### config.mk
export PLATFORM = sky130hd
export DESIGN_NAME = btn_event_ctrl
export DESIGN_NICKNAME = d
export VERILOG_FILES = /design/src/rtl/btn_event_ctrl.sv
export SDC_FILE = /design/constraint.sdc
export NUM_CORES = 1
export LEC_CHECK = 0
export BUFFER_PORTS_ARGS = -buffer_cell sky130_fd_sc_hd__buf_2
export CORE_AREA = 4 4 104 86
export DETAILED_ROUTE_END_ITERATION = 10
export DIE_AREA = 0 0 108 90
export PLACE_DENSITY = 0.86
export SLEW_MARGIN = 25
export SYNTH_ARGS = -nofsm -noshare
export SYNTH_HDL_FRONTEND = slang
export SYNTH_SLANG_ARGS = --single-unit
### constraint.sdc
create_clock -name clk -period 3.05 [get_ports clk]
set_input_delay 0.61 -clock clk [delete_from_list [all_inputs] [get_ports clk]]
set_output_delay 0.61 -clock clk [all_outputs]
set_load 0.01 [all_outputs]
### src/rtl/btn_event_ctrl.sv
// btn_event_ctrl: turns N debounced button levels into one stream of
// SHORT / LONG / REPEAT events behind a one-entry valid/ready register.
//
// Ports:
//   clk, rst       clock, asynchronous active-high reset
//   i_btn_lvl      debounced levels, 1 = pressed
//   i_evt_ready    consumer accepts when o_evt_valid is also 1
//   o_evt_valid    event present
//   o_evt_id       index of the originating button
//   o_evt_type     00 SHORT, 01 LONG, 10 REPEAT
//   i_clr_ovf      clears o_overflow
//   o_overflow     sticky: an event was dropped
//
// Build option: BTN_EVT_REPEAT_EN enables REPEAT events while held.
module btn_event_ctrl #(
    parameter int N_BTN        = 4,
    parameter int TICK_DIV     = 100000,
    parameter int LONG_TICKS   = 800,
    parameter int REPEAT_TICKS = 200
) (
    input  logic                     clk,
    input  logic                     rst,
    input  logic [N_BTN-1:0]         i_btn_lvl,
    input  logic                     i_evt_ready,
    output logic                     o_evt_valid,
    output logic [$clog2(N_BTN)-1:0] o_evt_id,
    output logic [1:0]               o_evt_type,
    input  logic                     i_clr_ovf,
    output logic                     o_overflow
);

    localparam int ID_W   = $clog2(N_BTN);
    localparam int IDX_W  = ID_W + 1;
    localparam int HC_MAX = (LONG_TICKS > REPEAT_TICKS) ?
                            LONG_TICKS : REPEAT_TICKS;
    localparam int HC_W   = $clog2(HC_MAX + 1);
    localparam int HCX_W  = HC_W + 1;
    localparam int TC_W   = (TICK_DIV > 1) ? $clog2(TICK_DIV) : 1;

    localparam logic [TC_W-1:0]  TC_LAST = TC_W'(TICK_DIV - 1);
    localparam logic [HC_W:0]    LONG_N  = HCX_W'(LONG_TICKS);
    localparam logic [ID_W:0]    N_LIM   = IDX_W'(N_BTN);
    localparam logic [ID_W-1:0]  ID_LAST = ID_W'(N_BTN - 1);

    localparam logic [1:0] S_IDLE    = 2'd0;
    localparam logic [1:0] S_PRESSED = 2'd1;
    localparam logic [1:0] S_HELD    = 2'd2;

    localparam logic [1:0] T_SHORT  = 2'b00;
    localparam logic [1:0] T_LONG   = 2'b01;
`ifdef BTN_EVT_REPEAT_EN
    localparam logic [1:0] T_REPEAT = 2'b10;
    localparam logic [HC_W:0] REP_N = HCX_W'(REPEAT_TICKS);
`endif

    logic [TC_W-1:0]  tick_cnt;
    logic             tick;
    logic [N_BTN-1:0] lvl_q;

    logic [1:0]       st_q     [N_BTN];
    logic [1:0]       st_d     [N_BTN];
    logic [HC_W-1:0]  hc_q     [N_BTN];
    logic [HC_W-1:0]  hc_d     [N_BTN];
    logic [HC_W:0]    hc_inc   [N_BTN];
    logic [1:0]       evt_type [N_BTN];
    logic [N_BTN-1:0] evt;

    logic [N_BTN-1:0] pend_q;
    logic [1:0]       ptype_q  [N_BTN];

    logic [ID_W-1:0]  ptr_q;
    logic [ID_W-1:0]  gnt_idx;
    logic [ID_W:0]    cand;
    logic             gnt_any;
    logic             load;
    logic [N_BTN-1:0] gnt;
    logic             ovf_set;

    // Shared timebase
    assign tick = (tick_cnt == TC_LAST);

    always_ff @(posedge clk or posedge rst) begin
        if (rst) begin
            tick_cnt <= '0;
        end else if (tick) begin
            tick_cnt <= '0;
        end else begin
            tick_cnt <= tick_cnt + TC_W'(1);
        end
    end

    // Per-button press classifier; release beats a same-cycle tick
    always_comb begin
        for (int i = 0; i < N_BTN; i++) begin
            st_d[i]     = st_q[i];
            hc_d[i]     = hc_q[i];
            hc_inc[i]   = {1'b0, hc_q[i]} + HCX_W'(1);
            evt[i]      = 1'b0;
            evt_type[i] = T_SHORT;
            case (st_q[i])
                S_IDLE: begin
                    if (i_btn_lvl[i] && !lvl_q[i]) begin
                        st_d[i] = S_PRESSED;
                        hc_d[i] = '0;
                    end
                end
                S_PRESSED: begin
                    if (!i_btn_lvl[i]) begin
                        evt[i]      = 1'b1;
                        evt_type[i] = T_SHORT;
                        st_d[i]     = S_IDLE;
                    end else if (tick) begin
                        if (hc_inc[i] == LONG_N) begin
                            evt[i]      = 1'b1;
                            evt_type[i] = T_LONG;
                            st_d[i]     = S_HELD;
                            hc_d[i]     = '0;
                        end else begin
                            hc_d[i] = hc_inc[i][HC_W-1:0];
                        end
                    end
                end
                S_HELD: begin
                    if (!i_btn_lvl[i]) begin
                        st_d[i] = S_IDLE;
`ifdef BTN_EVT_REPEAT_EN
                    end else if (tick) begin
                        if (hc_inc[i] == REP_N) begin
                            evt[i]      = 1'b1;
                            evt_type[i] = T_REPEAT;
                            hc_d[i]     = '0;
                        end else begin
                            hc_d[i] = hc_inc[i][HC_W-1:0];
                        end
`endif
                    end
                end
                default: st_d[i] = S_IDLE;
            endcase
        end
    end

    // Level history starts at all ones so a button held through
    // reset needs a release before it can register a press.
    always_ff @(posedge clk or posedge rst) begin
        if (rst) begin
            lvl_q <= '1;
            for (int i = 0; i < N_BTN; i++) begin
                st_q[i] <= S_IDLE;
                hc_q[i] <= '0;
            end
        end else begin
            lvl_q <= i_btn_lvl;
            for (int i = 0; i < N_BTN; i++) begin
                st_q[i] <= st_d[i];
                hc_q[i] <= hc_d[i];
            end
        end
    end

    // Round-robin search from ptr_q, wrapping modulo N_BTN
    always_comb begin
        gnt_any = 1'b0;
        gnt_idx = '0;
        cand    = '0;
        for (int k = 0; k < N_BTN; k++) begin
            cand = {1'b0, ptr_q} + IDX_W'(k);
            if (cand >= N_LIM) begin
                cand = cand - N_LIM;
            end
            if (!gnt_any && pend_q[cand[ID_W-1:0]]) begin
                gnt_any = 1'b1;
                gnt_idx = cand[ID_W-1:0];
            end
        end
    end

    assign load = !o_evt_valid || i_evt_ready;

    always_comb begin
        gnt = '0;
        if (load && gnt_any) begin
            gnt[gnt_idx] = 1'b1;
        end
    end

    // A slot being granted this cycle can take a fresh event
    assign ovf_set = |(evt & pend_q & ~gnt);

    always_ff @(posedge clk or posedge rst) begin
        if (rst) begin
            pend_q <= '0;
            for (int i = 0; i < N_BTN; i++) begin
                ptype_q[i] <= T_SHORT;
            end
        end else begin
            for (int i = 0; i < N_BTN; i++) begin
                if (evt[i] && (!pend_q[i] || gnt[i])) begin
                    pend_q[i]  <= 1'b1;
                    ptype_q[i] <= evt_type[i];
                end else if (gnt[i]) begin
                    pend_q[i]  <= 1'b0;
                end
            end
        end
    end

    always_ff @(posedge clk or posedge rst) begin
        if (rst) begin
            o_evt_valid <= 1'b0;
            o_evt_id    <= '0;
            o_evt_type  <= T_SHORT;
            ptr_q       <= '0;
        end else if (load && gnt_any) begin
            o_evt_valid <= 1'b1;
            o_evt_id    <= gnt_idx;
            o_evt_type  <= ptype_q[gnt_idx];
            ptr_q       <= (gnt_idx == ID_LAST) ?
                           '0 : gnt_idx + ID_W'(1);
        end else if (i_evt_ready) begin
            o_evt_valid <= 1'b0;
        end
    end

    always_ff @(posedge clk or posedge rst) begin
        if (rst) begin
            o_overflow <= 1'b0;
        end else if (ovf_set) begin
            o_overflow <= 1'b1;
        end else if (i_clr_ovf) begin
            o_overflow <= 1'b0;
        end
    end

endmodule

# Word level (Yosys, flattened, before mapping)
# Index checks and enable logic that the tools add are counted.
[word_totals]
wordCells = 258
reg_bits = 89
[op_classes]
add_sub_neg = 13
mux = 116
n_eq_ne = 38
magnitude_cmp = 11
bitwise_logic = 4
n_reduce_logical = 53
[op_table]
columns = ["operator", "count"]
rows = [
  ["10-bit two-way mux", 16],
  ["10-bit one-hot mux with 2 select lines", 4],
  ["2-bit two-way mux", 31],
  ["1-bit two-way mux", 53],
  ["10-bit by 1-bit adder with 11-bit output (second input constant)", 4],
  ["11-bit by 10-bit equality test with 1-bit output (second input constant)", 4],
  ["2-bit != test (second input constant)", 16],
  ["4-bit AND reduction", 8],
  ["3-bit != test (second input constant)", 8],
  ["2-bit one-hot mux with 3 select lines", 4],
  ["2-bit nonzero test", 10],
  ["17-bit by 1-bit adder with 17-bit output (second input constant)", 1],
  ["17-bit equality test (second input constant)", 1],
  ["17-bit two-way mux", 1],
  ["2-bit by 3-bit < comparator with 1-bit output (second input constant)", 5],
  ["1-bit logical AND", 13],
  ["3-bit greater-or-equal comparator (second input constant)", 4],
  ["1-bit logical NOT", 12],
  ["2-bit equality test (second input constant)", 5],
  ["4-bit bitwise AND", 2],
  ["1-bit binary-select mux with 2-bit select", 4],
  ["2-bit by 1-bit equality test with 1-bit output (second input constant)", 4],
  ["2-bit logical NOT", 4],
  ["2-bit by 1-bit subtractor with 2-bit output (second input constant)", 4],
  ["other kinds (12)", 17],
]

# Depth between registers and ports, before layout
# Gate-level depths: netlist of run 1.
[logic_depth]
ltp_word = 23
mapped_depth = 10
mapped_depth_nobuf = 10

# Worst setup path after synthesis of run 1
# OpenSTA, ideal clock, no wires.
[synth_timing]
path_kind = "register -> register"
from = "reg pend_q[0]"
to = "reg o_overflow"
stages_incl_launch_ff = 11
synth_period_minus_slack_ps = 2573
arrival_time_ps = 2487
required_ps = 2963
slack_ps = 477
path_buffers = 0
cell_sequence = "dfrtp_1 -> nand2b_1 -> a21boi_1 -> a2111oi_1 -> inv_1 -> ha_1 -> a21oi_1 -> and2_1 -> nand4_1 -> and3b_1 -> o211ai_1"
[synth_via]
elab_chain_len = 21
[synth_lines]
columns = ["element", "line_no", "rtl"]
rows = [
  ["start: declaration", "68", "logic [N_BTN-1:0] pend_q;"],
  ["start signal: assignment", "192", "pend_q <= '0;"],
  ["start signal: indexed assignment", "199", "pend_q[i] <= 1'b1;"],
  ["start signal: indexed assignment", "202", "pend_q[i] <= 1'b0;"],
  ["1-bit binary-select mux with 2-bit select", "171", "if (!gnt_any && pend_q[cand[ID_W-1:0]]) begin"],
  ["1-bit two-way mux (not written as such)", "171", ""],
  ["1-bit two-way mux", "171", ""],
  ["1-bit logical NOT", "171", ""],
  ["1-bit logical AND", "171", ""],
  ["1-bit two-way mux", "171", ""],
  ["1-bit logical NOT", "171", ""],
  ["1-bit logical AND", "171", ""],
  ["[... 4 more ...]", "n/a", ""],
  ["net gnt_idx[0]", "72", "logic [ID_W-1:0] gnt_idx;"],
  ["[... 1 more ...]", "n/a", ""],
  ["1-bit logical AND (not written as such)", "183", "gnt[gnt_idx] = 1'b1;"],
  ["1-bit two-way mux (not written as such)", "183", ""],
  ["1-bit demux with 2-bit select *", "183", ""],
  ["4-bit two-way mux *", "182", "if (load && gnt_any) begin"],
  ["4-bit NOT *", "188", "assign ovf_set = |(evt & pend_q & ~gnt);"],
  ["4-bit bitwise AND *", "188", ""],
  ["4-bit OR reduction *", "188", ""],
  ["1-bit two-way mux or 2-bit nonzero test (tied branches)", "n/a", ""],
  ["end signal: assignment", "227", "o_overflow <= 1'b0;"],
  ["end signal: assignment", "229", "o_overflow <= 1'b1;"],
  ["end signal: assignment", "231", "o_overflow <= 1'b0;"],
  ["end: declaration", "29", "output logic o_overflow"],
]
# Mark *: on every way through the listed nets, which the timed path passes. The rest lies on a longest branch. The select of a mux whose other input is x is not followed.
# A chain may end at the register's enable or synchronous reset.

# Worst setup path in the final report of run 1
[layout_timing]
from = "reg tick_cnt[11]"
to = "reg hc_q[14] in the netlist's numbering"
[layout_via]
elab_chain_len = 3
[layout_lines]
columns = ["element", "line_no", "rtl"]
rows = [
  ["start: declaration", "56", "logic [TC_W-1:0] tick_cnt;"],
  ["start signal: assignment", "88", "tick_cnt <= tick_cnt + TC_W'(1);"],
  ["17-bit equality test", "80", "assign tick = (tick_cnt == TC_LAST);"],
  ["2-bit != test (no line)", "n/a", ""],
  ["4-bit AND reduction (no line)", "n/a", ""],
  ["end signal: indexed assignment", "156", "hc_q[i] <= hc_d[i];"],
  ["end: declaration", "62", "logic [HC_W-1:0] hc_q [N_BTN];"],
]
# No other way between the ends.

==> impl_metrics.ini, run 1 <==
[outcome]
status = finished, final reports clean

[detailed_routing]
first_pass_iters = 5
wl_per_cell_um = 16.11
drc = 0
drtAntennaViolNets = 0
routed_wl_um = 10530
num_vias = 4099
viasPerCell = 6.268
drt_iter0_markers = 393

[floorplan]
die_h_um = 90
io_pins = 14
num_rows = 29
dieArea_um2 = 9720
chipWidth_um = 108
core_um2 = 7874
start_util_pct = 61.51

[synthesis]
ys_seq_area_share_pct = 43.50
netlist_top_cells_area = dfrtp_1 41%, nand2_1 4.6%, nand4_1 3.0%
synth_cells = 531
synth_fp_nets = 548
synth-edff-count = 0
postSynth.asyncResetShare_pct = 100.0
yosysWarningCount = 0
ys_seq_elements = 84
synth_area_um2 = 4843
synth_top_cell_area_share_pct = 41.33
synthDistinctLibCells = 67
synth_area_leader_cell = dfrtp_1
synthFlopType = dfrtp_1
syn_area_per_cell_um2 = 9.121

[setup_path]
cp.required_ps = 3320
r2r_end = hc_q[14]
critPathCaptureType = register
reg2reg_slack_ps = 360
worstPathMaxFanout = 13
ff2ff_path_depth = 6
timing.rr.start = tick_cnt[11]
start_kind = register
arrival_ps = 2970
path_class = register to register

[placed_design]
hpwl_um = 7648
globalplace.congestion = 0.8669
dp_cells = 638
io_buffer_count = 12

[timing]
finalSetupViolCount = 0
finClkSkew_ps = 10.22
period_needed_ps = 2693
tightestPinTransition_ps = 750.3
rsz0062_at_grt = no
tns_ps = 0
maxSlewViolCount = 0
period_share_pct = 88.30
relSlewSlack_pct = 49.19
finalHoldViolations = 0
clock.fmax_ghz = 0.3713

[hold_path]
hold_path_class = input pin to asynchronous set/reset pin

[clocking]
cts_buffer_depth = 2
ctsRootBufferMaster = clkbuf_8
cts_tree = done
clk_pin_slew_ps = 80
cts-buffers-inserted = 9
cts-hold-fix-buffers = 0
cts_max_level = 3
cts_setup_buffers = 0
clock-sinks = 84
clk_latency_ps = 350
cts.repair.resized = 0

[power_and_ir_drop]
ir_drop_v = 0.0002602
leakage_nw = 2.208
cellPowerDensity_nw_per_um2 = 495.7

[final_layout]
syn_to_final_growth_pct = 7.363
drive_gt1_share_pct = 9.524
fin_nets = 558
final_cells = 654
diodes = 0

[global_routing]
grt_pass1_wl_um = 18380
grt_usage_pct = 23.08
antenna_found_initial = 0
grt_pass1_vias = 3958
grt_max_degree = 47
grt_remaining_overflow = 0

[flow_run]
max_cap_violations = 0
[power breakdown]
group          switching, mW  leakage (nW)  internal, mW
sequential            0.0940          1.11          1.19
combinational          0.302          1.00         0.218
clock                  0.373        0.0947         0.401
total                  0.769          2.21          1.81
[per-layer routing]
| layer | share of wire, % | track usage [%] |
|---|---|---|
| met1 | 45 | 31.72 |
| met2 | 46 | 34.63 |
| met3 | 6.5 | 6.017 |
| met4 | 2.3 | 9.569 |
| met5 | 0 | 0 |
[cells by family after synthesis]
family / synth area share [%]
flip-flops: 43.50
XOR/XNOR: 4.159
other: 0.07743
multiplexers: 1.524
AND/OR/NAND/NOR: 25.86
adder cells (fa/ha/maj): 2.325
AO/OA/AOI/OAI: 19.01
buffers and inverters: 3.539
[cell usage after synthesis (all sizes together), types with 4 or more instances]
cell,count
dfrtp,80
nand2,60
o21ai,33
nor2,32
nand4,23
nand2b,21
a21oi,20
nand3,20
inv,19
clkbuf,16
xnor2,15
a21o,14
and3,13
nor2b,12
a31oi,11
ha,9
nor3,9
xor2,8
a2111oi,7
a211oi,7
and2,7
a22o,6
nand3b,6
or2,6
or3,6
buf,5
nor4,5
dfstp,4
mux2i,4
o211ai,4
o22ai,4
[cells in the final DEF (no fill, tap or decap), types with 7 or more instances in the layout]
cell type  instances
a21o_1            13
a21oi_1           20
a31oi_1           11
and2_1             7
and3_1            13
buf_2             12
buf_4              7
clkbuf_8          10
dfrtp_1           80
ha_1               9
inv_1             17
nand2_1           60
nand2b_1          21
nand3_1           20
nand4_1           23
nor2_1            32
nor2b_1           12
nor3_1             9
o21ai_0           18
o21ai_1           15
xnor2_1           15
xor2_1             8
[registers in the layout, summed over array words and instances (netlist names), 2 cells and up]
name,count
hc_q,40
lvl_q,4
o_evt_id,2
pend_q,4
ptr_q,2
ptype_q,4
st_q,8
tick_cnt,17
[critical path, cell delays in order, from the launching register on]
cell	delay (ps)
dfrtp_1	460
or4b_4	550
or4_1	480
a21o_4	290
a211oi_4	500
a41oi_1	180
a31oi_1	160
[worst max-delay path by stage]
stage          cells past startpoint         start  slack [ps]       end
2_1_floorplan                      1           rst         280   hc_q[0]
3_3_place_gp                       6  tick_cnt[12]         450  hc_q[14]
3_5_place_dp                       6  tick_cnt[11]         390  hc_q[14]
4_1_cts                            6  tick_cnt[11]         360  hc_q[14]
5_1_grt                            7   tick_cnt[0]         160  hc_q[15]
6_report                           6  tick_cnt[11]         360  hc_q[14]
[layout make-up]
class,instances,area [µm²]
inverters,19,72.57
fillers,627,2674
clock inverters,2,35.03
multi-input cells,407,2565
well taps,108,135.1
repair buffers,20,132.6
flip-flops and latches,84,2107
clock buffers,14,152.6
[per-stage QoR]
stage	power, mW	area [µm²]	setup slack, ps	hold slack [ps]	utilization (%)
2_1_floorplan	1.650	4843	281.5	432.9	-
3_3_place_gp	1.784	5012	448.3	444.0	63.66
3_5_place_dp	1.821	5012	390.3	459.2	63.66
4_1_cts	2.596	5200	362.0	341.3	66.04
5_1_grt	2.738	5200	161.9	375.9	66.04
6_report	2.578	5200	356.7	328.4	66.04
(Power assumes the default switching activity.)
==> inputs of run 2 (changes only) <==
--- a/config.mk
+++ b/config.mk
@@ -10,6 +10,8 @@
 export DETAILED_ROUTE_END_ITERATION = 10
 export DIE_AREA = 0 0 108 90
 export PLACE_DENSITY = 0.86
+export RECOVER_POWER = 25
+export SETUP_SLACK_MARGIN = 0.2
 export SLEW_MARGIN = 25
 export SYNTH_ARGS = -nofsm -noshare
 export SYNTH_HDL_FRONTEND = slang
==> impl_metrics.ini, run 2 (synthesis results as in run 1) <==
[outcome]
status = finished, violations left
failed_checks = max-capacitance violations, max-slew violations

[setup_path]
critPathCaptureType = register
ff2ff_path_depth = 6
worstPathMaxFanout = 13
cpPeakStageDelay_ps = 550
arrival_ps = 2930
crit_slowest_cell = or4b_4
start_kind = register
path_class = register to register
cp.required_ps = 3320
crit_path_cell_trace = or4b_4 > or4_1 > a21o_4 > a211oi_4 > a21oi_1 > o21ai_1

[final_layout]
register_area_um2 = 2107
fin_nets = 558
drive_gt1_share_pct = 8.791
final_cells = 654
final_common_cell = dfrtp_1
diodes = 0
reg_top3 = hc_q x40, tick_cnt x17, st_q x8
syn_to_final_growth_pct = 7.259
largest_register_ffs = 40
final_area_um2 = 5195
top_register = hc_q
most-common-layout-cells = 80 x dfrtp_1, 60 x nand2_1, 32 x nor2_1, 23 x nand4_1, 21 x nand2b_1
multi_input_area_um2 = 2565
fill_cells = 629

[clocking]
clock-sinks = 84
cts-hold-fix-buffers = 0
cts_setup_buffers = 0
cts_buffer_depth = 2
cts-buffers-inserted = 9
cts_max_level = 3
clk_pin_slew_ps = 80
clk_latency_ps = 350
ctsRootBufferMaster = clkbuf_8
cts.repair.resized = 0
cts_tree = done

[flow_run]
max_cap_violations = 1

[power_and_ir_drop]
leakage_nw = 2.193
p_comb_share_pct = 20.1
ir_drop_v = 0.0002595
p_switching_mw = 0.7676
switching_share_pct = 29.81
clkPwrFrac_pct = 30.0
seqPwrFrac_pct = 49.9
cellPowerDensity_nw_per_um2 = 495.7
power_mw = 2.575
p_int_mw = 1.808

[detailed_routing]
drc = 0
first_pass_iters = 5
viasPerCell = 6.217
num_vias = 4066
wl_per_cell_um = 16.04
drtAntennaViolNets = 0
routed_wl_um = 10490
drt_iter0_markers = 424

[hold_path]
hold_depth = 1
hold_path_class = input pin to register

[placed_design]
dpl_cell_area_um2 = 5012
hpwl_um = 7648
dp_cells = 638
io_buffer_count = 12
globalplace.congestion = 0.8669

[timing]
finalSetupViolCount = 0
rsz0062_at_grt = no
clock.fmax_ghz = 0.3759
period_share_pct = 87.23
maxSlewViolCount = 39
relSlewSlack_pct = -15.11
finClkSkew_ps = 9.951
tightestPinTransition_ps = 1717
finalHoldViolations = 0
tns_ps = 0
period_needed_ps = 2661

[global_routing]
grt_pass1_wl_um = 18380
grt_remaining_overflow = 0
antenna_found_initial = 0
grt_usage_pct = 23.08
grt_pass1_vias = 3958
grt_max_degree = 47

[floorplan]
start_util_pct = 61.51
num_rows = 29
core_um2 = 7874
die_h_um = 90
chipWidth_um = 108
dieArea_um2 = 9720
io_pins = 14
==> run 2: metrics by stage <==
| step | utilization (%) | hold WS [ps] | setup WS, ps |
|---|---|---|---|
| floorplan | - | 432.9 | 281.5 |
| global placement | 63.66 | 444.0 | 448.3 |
| detailed placement | 63.66 | 459.2 | 390.3 |
| CTS | 66.04 | 341.3 | 362.0 |
| global route | 65.98 | 403.9 | 210.7 |
| finish | 65.98 | 423.6 | 389.4 |
==> run 2: critical path: cells and delay by family, from the launching register on <==
kind | cells | cell delay [ps]
AND/OR/NAND/NOR | 2 | 1030
AO/OA/AOI/OAI | 4 | 1070
flip-flops | 1 | 460
==> run 2: worst paths after layout <==
check / end / start / slack [ps]
setup / recovery: hc_q[19] / tick_cnt[11] / 390
hold / removal: lvl_q[3] / i_btn_lvl[3] / 420
setup reg to reg: hc_q[19] / tick_cnt[11] / 390
hold reg to reg: o_evt_id[0] / o_evt_id[0] / 470
max in group asynchronous: lvl_q[3] / rst / 1450
min in group asynchronous: hc_q[26] / rst / 670
==> run 2: area by class of cell <==
| class | count | share of cell area (%) |
|---|---|---|
| clock inverter | 2 | 0.6744 |
| timing repair buffer | 20 | 2.457 |
| sequential | 84 | 40.56 |
| clock buffer | 14 | 2.938 |
| inverter | 19 | 1.397 |
| tap | 108 | 2.601 |
| multi-input combinational | 407 | 49.37 |
==> run 2: routing by layer <==
layer  wire length [µm]  GRT usage, %  vias up
li1                   -             -     1962
met3                539         6.017       27
met5                  0             0        -
met1               4859         31.72     1953
met2               4834         34.63      124
met4                257         9.569        0
==> run 2: power by group through the flow <==
stage | combinational [mW] | clock (mW) | sequential (mW)
6_report | 0.518 | 0.773 | 1.28
5_1_grt | 0.607 | 0.837 | 1.29
4_1_cts | 0.523 | 0.792 | 1.28
3_5_place_dp | 0.518 | 0 | 1.30
3_3_place_gp | 0.493 | 0 | 1.29
2_1_floorplan | 0.367 | 0 | 1.28
==> inputs of run 3 (changes only) <==
==> constraint.sdc (replaced) <==
create_clock -name clk -period 2.7 [get_ports clk]
set_input_delay 0.54 -clock clk [delete_from_list [all_inputs] [get_ports clk]]
set_output_delay 0.54 -clock clk [all_outputs]
set_load 0.01 [all_outputs]
==> impl_metrics.ini, run 3 (synthesis results as in run 1) <==
[outcome]
status = finished, final reports clean

[placed_design]
io_buffer_count = 12
hpwl_um = 7607
globalplace.congestion = 0.8908

[clocking]
ctsRootBufferMaster = clkbuf_8
cts-hold-fix-buffers = 0
clk_latency_ps = 360
cts_max_level = 3
cts_buffer_depth = 2
clock-sinks = 84
cts_tree = done
cts-buffers-inserted = 9
clk_pin_slew_ps = 80

[timing]
relSlewSlack_pct = 6.995
finalHoldViolations = 0
period_share_pct = 91.52
finalSetupViolCount = 0
period_needed_ps = 2471
maxSlewViolCount = 0
tightestPinTransition_ps = 1387
rsz0062_at_grt = yes
whs_ps = 341.1
clock.fmax_ghz = 0.4047
tns_ps = 0
finClkSkew_ps = 8.822

[global_routing]
antenna_found_initial = 0
grt_pass1_wl_um = 18620
grt_pass1_vias = 3856
grt_remaining_overflow = 0
grt_max_degree = 33
grt_usage_pct = 23.54

[final_layout]
largest_register_ffs = 40
syn_to_final_growth_pct = 10.33
drive_gt1_share_pct = 12.75
fin_nets = 570
reg_top3 = hc_q x40, tick_cnt x17, st_q x8
diodes = 0
register_area_um2 = 2110
final_common_cell = dfrtp_1
multi_input_area_um2 = 2608
fill_cells = 607
top_register = hc_q
most-common-layout-cells = 78 x dfrtp_1, 60 x nand2_1, 32 x nor2_1, 23 x nand4_1, 21 x nand2b_1

[setup_path]
critPathCaptureType = register
worstPathMaxFanout = 8
start_kind = register
arrival_ps = 2740
path_class = register to register
cp.required_ps = 2970

[floorplan]
core_um2 = 7874
chipWidth_um = 108
num_rows = 29
start_util_pct = 61.51
dieArea_um2 = 9720
io_pins = 14
die_h_um = 90

[power_and_ir_drop]
cellPowerDensity_nw_per_um2 = 570.8
leakage_nw = 2.270
ir_drop_v = 0.0003141

[flow_run]
max_cap_violations = 0

[hold_path]
hold_path_class = input pin to register

[detailed_routing]
drtAntennaViolNets = 0
first_pass_iters = 5
num_vias = 4197
routed_wl_um = 10870
drc = 0
drt_iter0_markers = 357
wl_per_cell_um = 16.35
viasPerCell = 6.311
[run 3: timing repair]
action,in CTS,in global routing
pin swaps,1,1
resized for setup,3,8
buffers inserted,3,2
hold endpoints to repair,0,0
setup endpoints to repair,9,25
[run 3: metal layers]
| layer | track usage, % | part of all wire, % | wire, µm |
|---|---|---|---|
| met5 | 0 | 0 | 0 |
| met4 | 7.676 | 1.9 | 211 |
| met3 | 5.444 | 5.4 | 585 |
| met2 | 35.40 | 46 | 5010 |
| met1 | 33.64 | 47 | 5067 |
[run 3: worst max-delay path: stages (launching register included)]
cell	delay, ps
dfrtp_1	520
nor4_1	140
a2111oi_2	510
inv_1	140
ha_1	240
a21oi_2	260
and2_1	180
nand4_1	100
and3b_1	220
o211ai_1	80
[run 3: per-stage QoR]
stage          cell area, µm²  total power, mW  util [%]  instances  worst slack, ps
6_report                 5344            3.050     67.87        665            229.1
3_5_place_dp             5072            2.074     64.42        645            84.18
2_1_floorplan            4852            1.876         -        531            213.0
4_1_cts                  5325            3.052     67.63        663            226.4
5_1_grt                  5344            3.197     67.87        665            63.92
3_3_place_gp             5072            2.032     64.42        645            160.0
[run 3: final timing paths]
| check | from | endpoint | depth (start not counted) | slack [ps] |
|---|---|---|---|---|
| max in group asynchronous | rst | o_overflow | 3 | 530 |
| min in group asynchronous | rst | hc_q[30] | 2 | 480 |
| hold / removal | i_btn_lvl[3] | lvl_q[3] | 1 | 340 |
| hold reg to reg | tick_cnt[0] | tick_cnt[0] | 1 | 460 |
| setup / recovery | pend_q[0] | o_overflow | 9 | 230 |
| setup reg to reg | pend_q[0] | o_overflow | 9 | 230 |
[run 3: cell type report]
class	instances	share of cell area (%)
Clock buffer	11	2.458
Inverter	19	1.358
Clock inverter	4	1.381
Tap cell	108	2.529
Sequential cell	84	39.48
Timing Repair Buffer	32	4.004
Multi-Input combinational cell	407	48.79
[run 3: power by group]
part / switching [mW] / internal [mW]
Clock: 0.452 / 0.519
Sequential: 0.109 / 1.34
Combinational: 0.364 / 0.263
Total: 0.926 / 2.12
